==> src/rtl/score_sequencer.sv <==
// Game-flow sequencer for the snake game: start/food edge detection, score shadow and end-of-game hold.
// Optional macro SCORE_SEQ_AUTORESTART_EN: hold expiry restarts straight into PLAY instead of IDLE.
module score_sequencer #(
    parameter int MAX_SCORE  = 140,
    parameter int HOLD_TICKS = 8
) (
    input  logic       clk,
    input  logic       rst,
    input  logic       start,
    input  logic       tick,
    input  logic       good_coll,
    input  logic       bad_coll,
    output logic       inc,
    output logic       clr,
    output logic       show_high,
    output logic [1:0] state,
    output logic [7:0] score,
    output logic       game_complete
);

    typedef enum logic [1:0] {
        IDLE = 2'd0,
        PLAY = 2'd1,
        OVER = 2'd2,
        WIN  = 2'd3
    } state_t;

    localparam logic [7:0] MAX_S  = 8'(MAX_SCORE);
    localparam logic [7:0] HOLD_T = 8'(HOLD_TICKS);

    state_t     cur_state;
    state_t     nxt_state;
    logic [7:0] hold_cnt;
    logic [7:0] hold_nxt;
    logic [7:0] score_nxt;
    logic       start_prev;
    logic       good_prev;
    logic       inc_nxt;
    logic       clr_nxt;
    logic       start_edge;
    logic       food_edge;
    logic       hold_done;

    assign start_edge = start & ~start_prev;
    assign food_edge  = good_coll & ~good_prev;
    assign hold_done  = ({1'b0, hold_cnt} + 9'd1) >= {1'b0, HOLD_T};
    assign state      = cur_state;

    always_comb begin
        nxt_state = cur_state;
        score_nxt = score;
        hold_nxt  = hold_cnt;
        inc_nxt   = 1'b0;
        clr_nxt   = 1'b0;
        case (cur_state)
            IDLE: begin
                if (start_edge) begin
                    nxt_state = PLAY;
                    clr_nxt   = 1'b1;
                    score_nxt = 8'd0;
                end
            end
            PLAY: begin
                // A collision always ends the game, even if food was reached in the same step.
                if (bad_coll) begin
                    nxt_state = OVER;
                    hold_nxt  = 8'd0;
                end else if (food_edge && (score < MAX_S)) begin
                    inc_nxt   = 1'b1;
                    score_nxt = score + 8'd1;
                    if ((score + 8'd1) == MAX_S) begin
                        nxt_state = WIN;
                        hold_nxt  = 8'd0;
                    end
                end
            end
            OVER, WIN: begin
                if (tick) begin
                    if (hold_done) begin
                        hold_nxt = 8'd0;
`ifdef SCORE_SEQ_AUTORESTART_EN
                        nxt_state = PLAY;
                        clr_nxt   = 1'b1;
                        score_nxt = 8'd0;
`else
                        nxt_state = IDLE;
`endif
                    end else begin
                        hold_nxt = hold_cnt + 8'd1;
                    end
                end
            end
            default: begin
                nxt_state = IDLE;
            end
        endcase
    end

    // Outputs are registered from the next-state decision so they line up with the state register.
    always_ff @(posedge clk) begin
        if (rst) begin
            cur_state     <= IDLE;
            score         <= 8'd0;
            hold_cnt      <= 8'd0;
            start_prev    <= 1'b0;
            good_prev     <= 1'b0;
            inc           <= 1'b0;
            clr           <= 1'b0;
            show_high     <= 1'b0;
            game_complete <= 1'b0;
        end else begin
            cur_state     <= nxt_state;
            score         <= score_nxt;
            hold_cnt      <= hold_nxt;
            start_prev    <= start;
            good_prev     <= good_coll;
            inc           <= inc_nxt;
            clr           <= clr_nxt;
            show_high     <= (nxt_state == OVER) || (nxt_state == WIN);
            game_complete <= (nxt_state == OVER) || (nxt_state == WIN);
        end
    end

endmodule
==> config.mk <==
export PLATFORM = sky130hd
export DESIGN_NAME = score_sequencer
export DESIGN_NICKNAME = d
export VERILOG_FILES = /design/src/rtl/score_sequencer.sv
export SDC_FILE = /design/constraint.sdc
export NUM_CORES = 1
export LEC_CHECK = 0
export BUFFER_PORTS_ARGS = -buffer_cell sky130_fd_sc_hd__buf_2
export CAP_MARGIN = 20
export CORE_MARGIN = 1
export CORE_UTILIZATION = 52
export CTS_BUF_LIST = sky130_fd_sc_hd__clkbuf_2
export CTS_CLUSTER_SIZE = 24
export DETAILED_ROUTE_END_ITERATION = 8
export PLACE_DENSITY = 0.74
export SYNTH_ARGS = -nofsm -noshare
export SYNTH_HDL_FRONTEND = slang
export SYNTH_SLANG_ARGS = --single-unit
==> constraint.sdc <==
create_clock -name clk -period 2 [get_ports clk]
set_clock_uncertainty 0.05 [all_clocks]
set_input_delay 0.1 -clock clk [delete_from_list [all_inputs] [get_ports clk]]
set_output_delay 0.1 -clock clk [all_outputs]
set_load 0.02 [all_outputs]
Yosys cells after proc, flatten, opt, wreduce, memory -nomap -nowiden
Cells that the tools add are included.
- $add $sub $neg: 3
- reduce and logical (&&, ||, !) cells: 10
- bitwise logic cells: 6
- equality and inequality tests: 12
- multiplexer cells: 19
- magnitude comparators: 2
- operators with widths (kind ; number):
    2-to-1 mux 8 bit ; 8
    one-hot mux 8 bit (2 select lines) ; 2
    adder 8 x 1 -> 8 bit, second input constant ; 2
    2-to-1 mux 2 bit ; 6
    adder 8 x 1 -> 9 bit, second input constant ; 1
    >= comparator 9 x 4 -> 1 bit, second input constant ; 1
    equality test 2 bit, second input constant ; 4
    equality test 8 bit, second input constant ; 1
    < comparator 8 bit, second input constant ; 1
    inequality test 2 bit, second input constant ; 4
    AND reduction 4 bit ; 2
    inequality test 3 bit, second input constant ; 2
    one-hot mux 2 bit (3 select lines) ; 1
    NOT 1 bit ; 4
    nonzero test 2 bit ; 2
    OR reduction 2 bit ; 2
    OR reduction 3 bit ; 1
    AND 1 bit ; 2
    equality test 2 x 1 -> 1 bit, second input constant ; 1
    logical NOT 2 bit ; 1
    2-to-1 mux 1 bit ; 2
    logical AND 1 bit ; 1
    logical OR 1 bit ; 1
- output and inout bits: 14
- logic and storage cells: 60
- bits of input ports: 6
- flip-flop bits (word level): 23

Logic depth before layout (Yosys ltp)
- depth in word-level cells: 8
- depth in mapped cells: 7
- gate-level depth less buffers: 6

Worst setup path before layout
No wires, ideal clock.
- path kind: register -> register
- start point: register cur_state[0], in the netlist state[0]
- end point: register hold_cnt[2]
- cell stages (with the launch flop): 8
- data required time: 1.830 ns
- library setup time: 0.120 ns
- clock period less this slack: 2.041 ns
- buffers on the path: 2
- slack: -0.041 ns
- arrival: 1.872 ns
- path through: dfxtp_1 buf_4 nand2b_4 buf_6 or4_4 a22oi_4 nand3_1 a211o_1
- longest elaborated chain between the ends: 4
- elaborated cells on any way between the ends: 10
- classes of those cells: 6 x eq/ne; 1 x mux; 3 x reduce/logical
- ends and longest elaborated chain (element ; RTL line ; text):
    from (decl) ; 31 ; state_t cur_state;
    from (signal assigned) ; 112 ; cur_state <= nxt_state;
    equality test 2 bit ; 55 ; case (cur_state)
    OR reduction 2 bit ; 55 ;
    inequality test 2 bit (no source line) or nonzero test 2 bit (tied branches) ; - ;
    AND reduction 4 bit (no source line) ; - ;
    to (signal assigned) ; 114 ; hold_cnt <= hold_nxt;
    to (decl) ; 33 ; logic [7:0] hold_cnt;
Parallel ways exist; a longest one is shown, timed or not.
A chain may end at the register's enable or synchronous reset.

Final worst setup path
- start point: register score[4]
- end point: register hold_cnt[2]
- longest elaborated chain between the ends: 4
- elaborated cells on any way between the ends: 7
- classes of those cells: 1 x add/sub; 1 x order compare; 3 x eq/ne; 2 x reduce/logical
- ends and longest elaborated chain (element ; RTL line ; text):
    from (decl) ; 17 ; output logic [7:0] score,
    from (signal assigned) ; 113 ; score <= score_nxt;
    adder 8 x 1 -> 8 bit or < comparator 8 bit (tied branches) ; 71, 68 ;
    equality test 8 bit or logical AND 1 bit (tied branches) ; 71, 68 ;
    inequality test 3 bit (no source line) ; - ;
    AND reduction 4 bit (no source line) (*) ; - ;
Every way passes the cells marked *; elsewhere a longest branch is shown, timed or not.

==> results.md <==
* Final hold vios at 0
* Clk pin slew, worst setup/hold paths at 230 ps
* Dpl hpwl at 1880 µm
* Sink Count at 22
* Storage element area at 447 µm²
* Vias at 1122
* Setup TNS at 0 ps
* Vias in the first global route at 1021
* Dpl ws at 52.4 ps
* Max-slew headroom at 73.5%
* Postcts setup bufs at 0
* Most frequent CP cell: nand3_1
* Worst-margin pin slew at 398 ps
* Tightest Hold Check Type: primary input to flop
* Worst path max stage delay at 520 ps
* Fin crit period at 1860 ps
* Wirelength, routed at 2610 µm
* Initial Utilization at 54.9%
* Area grow syn2layout at 19.8%
* Post-synth ARST share at 0%
* Outcome: finished clean
* Largest cells by area after synthesis: dfxtp_1 (37%), a21oi_1 (5.8%), ha_1 (4.2%)
* Syn_nets at 150
* GR Util met2 at 35.8%
* Clk root buf: clkbuf_2
* Antenna Cells at 0
* Synth Area per Inst at 8.59 µm²
* Final design utilization at 65.7%
* TritonCTS clock tree: yes
* Max stage delay cell, worst path: or4_4
* CTS Buf Count at 3
* Io pins at 20
* Drt drc at 0
* GR met1 Demand/Resource at 32.6%
* Antenna violations before repair at 0
* Net count, final at 178
* Post-synth cell types at 38
* Multi-input logic area at 724 µm²
* Cell area after layout at 1440 µm²
* Cell count after synthesis at 140
* Post-route ant nets at 0
* Critical Path AT at 2080 ps
* Unrepaired setup endpoints after global routing: false
* Buf/Inv on CP at 0
* Tcrit/Tclk final at 93.2%
* Gr ovfl total at 0
* Port bufs at 19
* Max Clk Rate at 537 MHz
* Layout cells sized above 1 at 25.7%
* Placer Congestion at 0.801
* CP Class: flop to flop
* Ys Warns at 0
* CTS Buffer Depth at 2
* Filler cells at 183
* Ys flop type: dfxtp_1
* Routed vias/inst at 5.75
* Largest net degree at the start of global routing at 23
* Core area at 2190 µm²
* Critical path's top delay family: simple AND/OR/NAND/NOR gates
* GRT Util Overall at 23.2%
* Post-Syn Area at 1200 µm²
* Die area at 2510 µm²
* Crit start category: flop
* PD cells at 655 nW/µm²
* Top cell type's share of synthesized area at 36.6%
* Worst-path fanout max at 10
* WL per Instance at 13.4 µm
* Core Rows at 17
* GR Layer Usage met3 at 3.09%
* DR iter-0 viols at 22
* Leakage at 0.000611 µW
* Max Cap Viol at 0
* Final worst slack at 137 ps
* Pre-Repair DR Iteration Count at 4
* Post-synthesis sequential area ratio at 36.6%
* Post-synth top area cell: dfxtp_1
* Yosys reg bits at 22
* Peak VDD IR at 0.000377 V
* Final setup viols at 0
* Chip width at 50.1 µm
* Post-synth EDFFs at 0
* Setup crit end kind: flop
* Gr busiest metal: met2
* Commonest non-fill, non-tap cell in the layout: buf_2
* Htree depth at 1
* Worst EP required at 2210 ps
* Most frequent cells in the layout: buf_2 (19), dfxtp_1 (17), a21oi_1 (14)
* Placed cell area at 1350 µm²
* Cell-by-cell trace of the critical path: nand3_1 > or4_4 > a22oi_4 > nand3_1 > a211o_1
* Worst-skew pair later-pin latency at 340 ps
* Die Ht at 50.1 µm
* Fin. max-slew vios at 0
* First-pass GRT wire length at 4450 µm
==> metrics by stage <==
step / hold slack [ps] / total power (µW) / std cells
global route: 113 / 975 / 195
finish: 91.7 / 943 / 195
floorplan: 127 / 577 / 140
CTS: 66.5 / 947 / 195
global placement: 291 / 618 / 188
detailed placement: 310 / 622 / 188
==> layer usage <==
layer  wire length, µm  share of wire [%]
met1              1260                 48
met4                21               0.80
met2              1240                 47
met5                 0                  0
met3                92                3.5
==> Yosys cell counts, types with 2 or more instances <==
library cell	count
nor4_1	3
a211oi_1	2
mux2i_1	4
o21ai_0	7
and2_1	7
nand3b_1	4
clkbuf_1	2
ha_1	4
nor3b_1	5
dfxtp_1	22
buf_4	3
nand4_1	2
a21oi_1	14
nand3_1	6
nand2_1	12
nand2b_1	4
nor2_1	10
nor2b_1	7
and3_1	3
==> final cells by class <==
type	count	area share, %
sequential	22	31.0
inverter	1	0.261
clock buffer	3	1.04
tap	28	2.43
timing repair buffer	30	12.9
multi-input combinational	110	50.3
clock inverter	1	2.09
==> registers in the layout (all words and copies together) (netlist names) <==
register / count
inc: 1
hold_cnt: 8
game_complete: 1
good_prev: 1
clr: 1
score: 8
state: 1
start_prev: 1
==> path summary, 6_finish.rpt <==
| path | endpoint | slack, ps | from | depth (start not counted) |
|---|---|---|---|---|
| setup / recovery | hold_cnt[2] | 140 | score[4] | 5 |
| hold / removal | state[0] | 90 | tick | 4 |
| setup reg to reg | hold_cnt[2] | 140 | score[4] | 5 |
| hold reg to reg | hold_cnt[4] | 440 | hold_cnt[4] | 1 |
==> worst reg2reg max path, delay by kind of cell, from the launching register on <==
| kind | cells | cell delay, ps |
|---|---|---|
| flops | 1 | 470 |
| compound gates | 2 | 510 |
| simple gates | 3 | 760 |
==> cells by family after synthesis <==
logic type               count (synthesis)  share of synthesized area, %
AO/OA/AOI/OAI                           32                          17.7
XOR/XNOR                                 1                         0.729
adder cells (fa/ha/maj)                  4                          4.16
buffers and inverters                    8                          4.16
flip-flops                              22                          36.6
multiplexers                             4                          3.33
AND/OR/NAND/NOR                         69                          33.3
==> repair_timing <==
| action | 4_1_cts | 5_1_grt |
|---|---|---|
| hold buffers | 3 | 0 |
| resized for setup | 0 | 6 |
| endpoints found under the setup margin | 0 | 8 |
| endpoints found under the hold margin | 4 | 0 |
==> report_power, final <==
group	switching, µW	internal (µW)
clock network	148	172
logic	99.2	66.2
registers	6.89	450
total	254	689
Power figures use the tool's default switching activity.
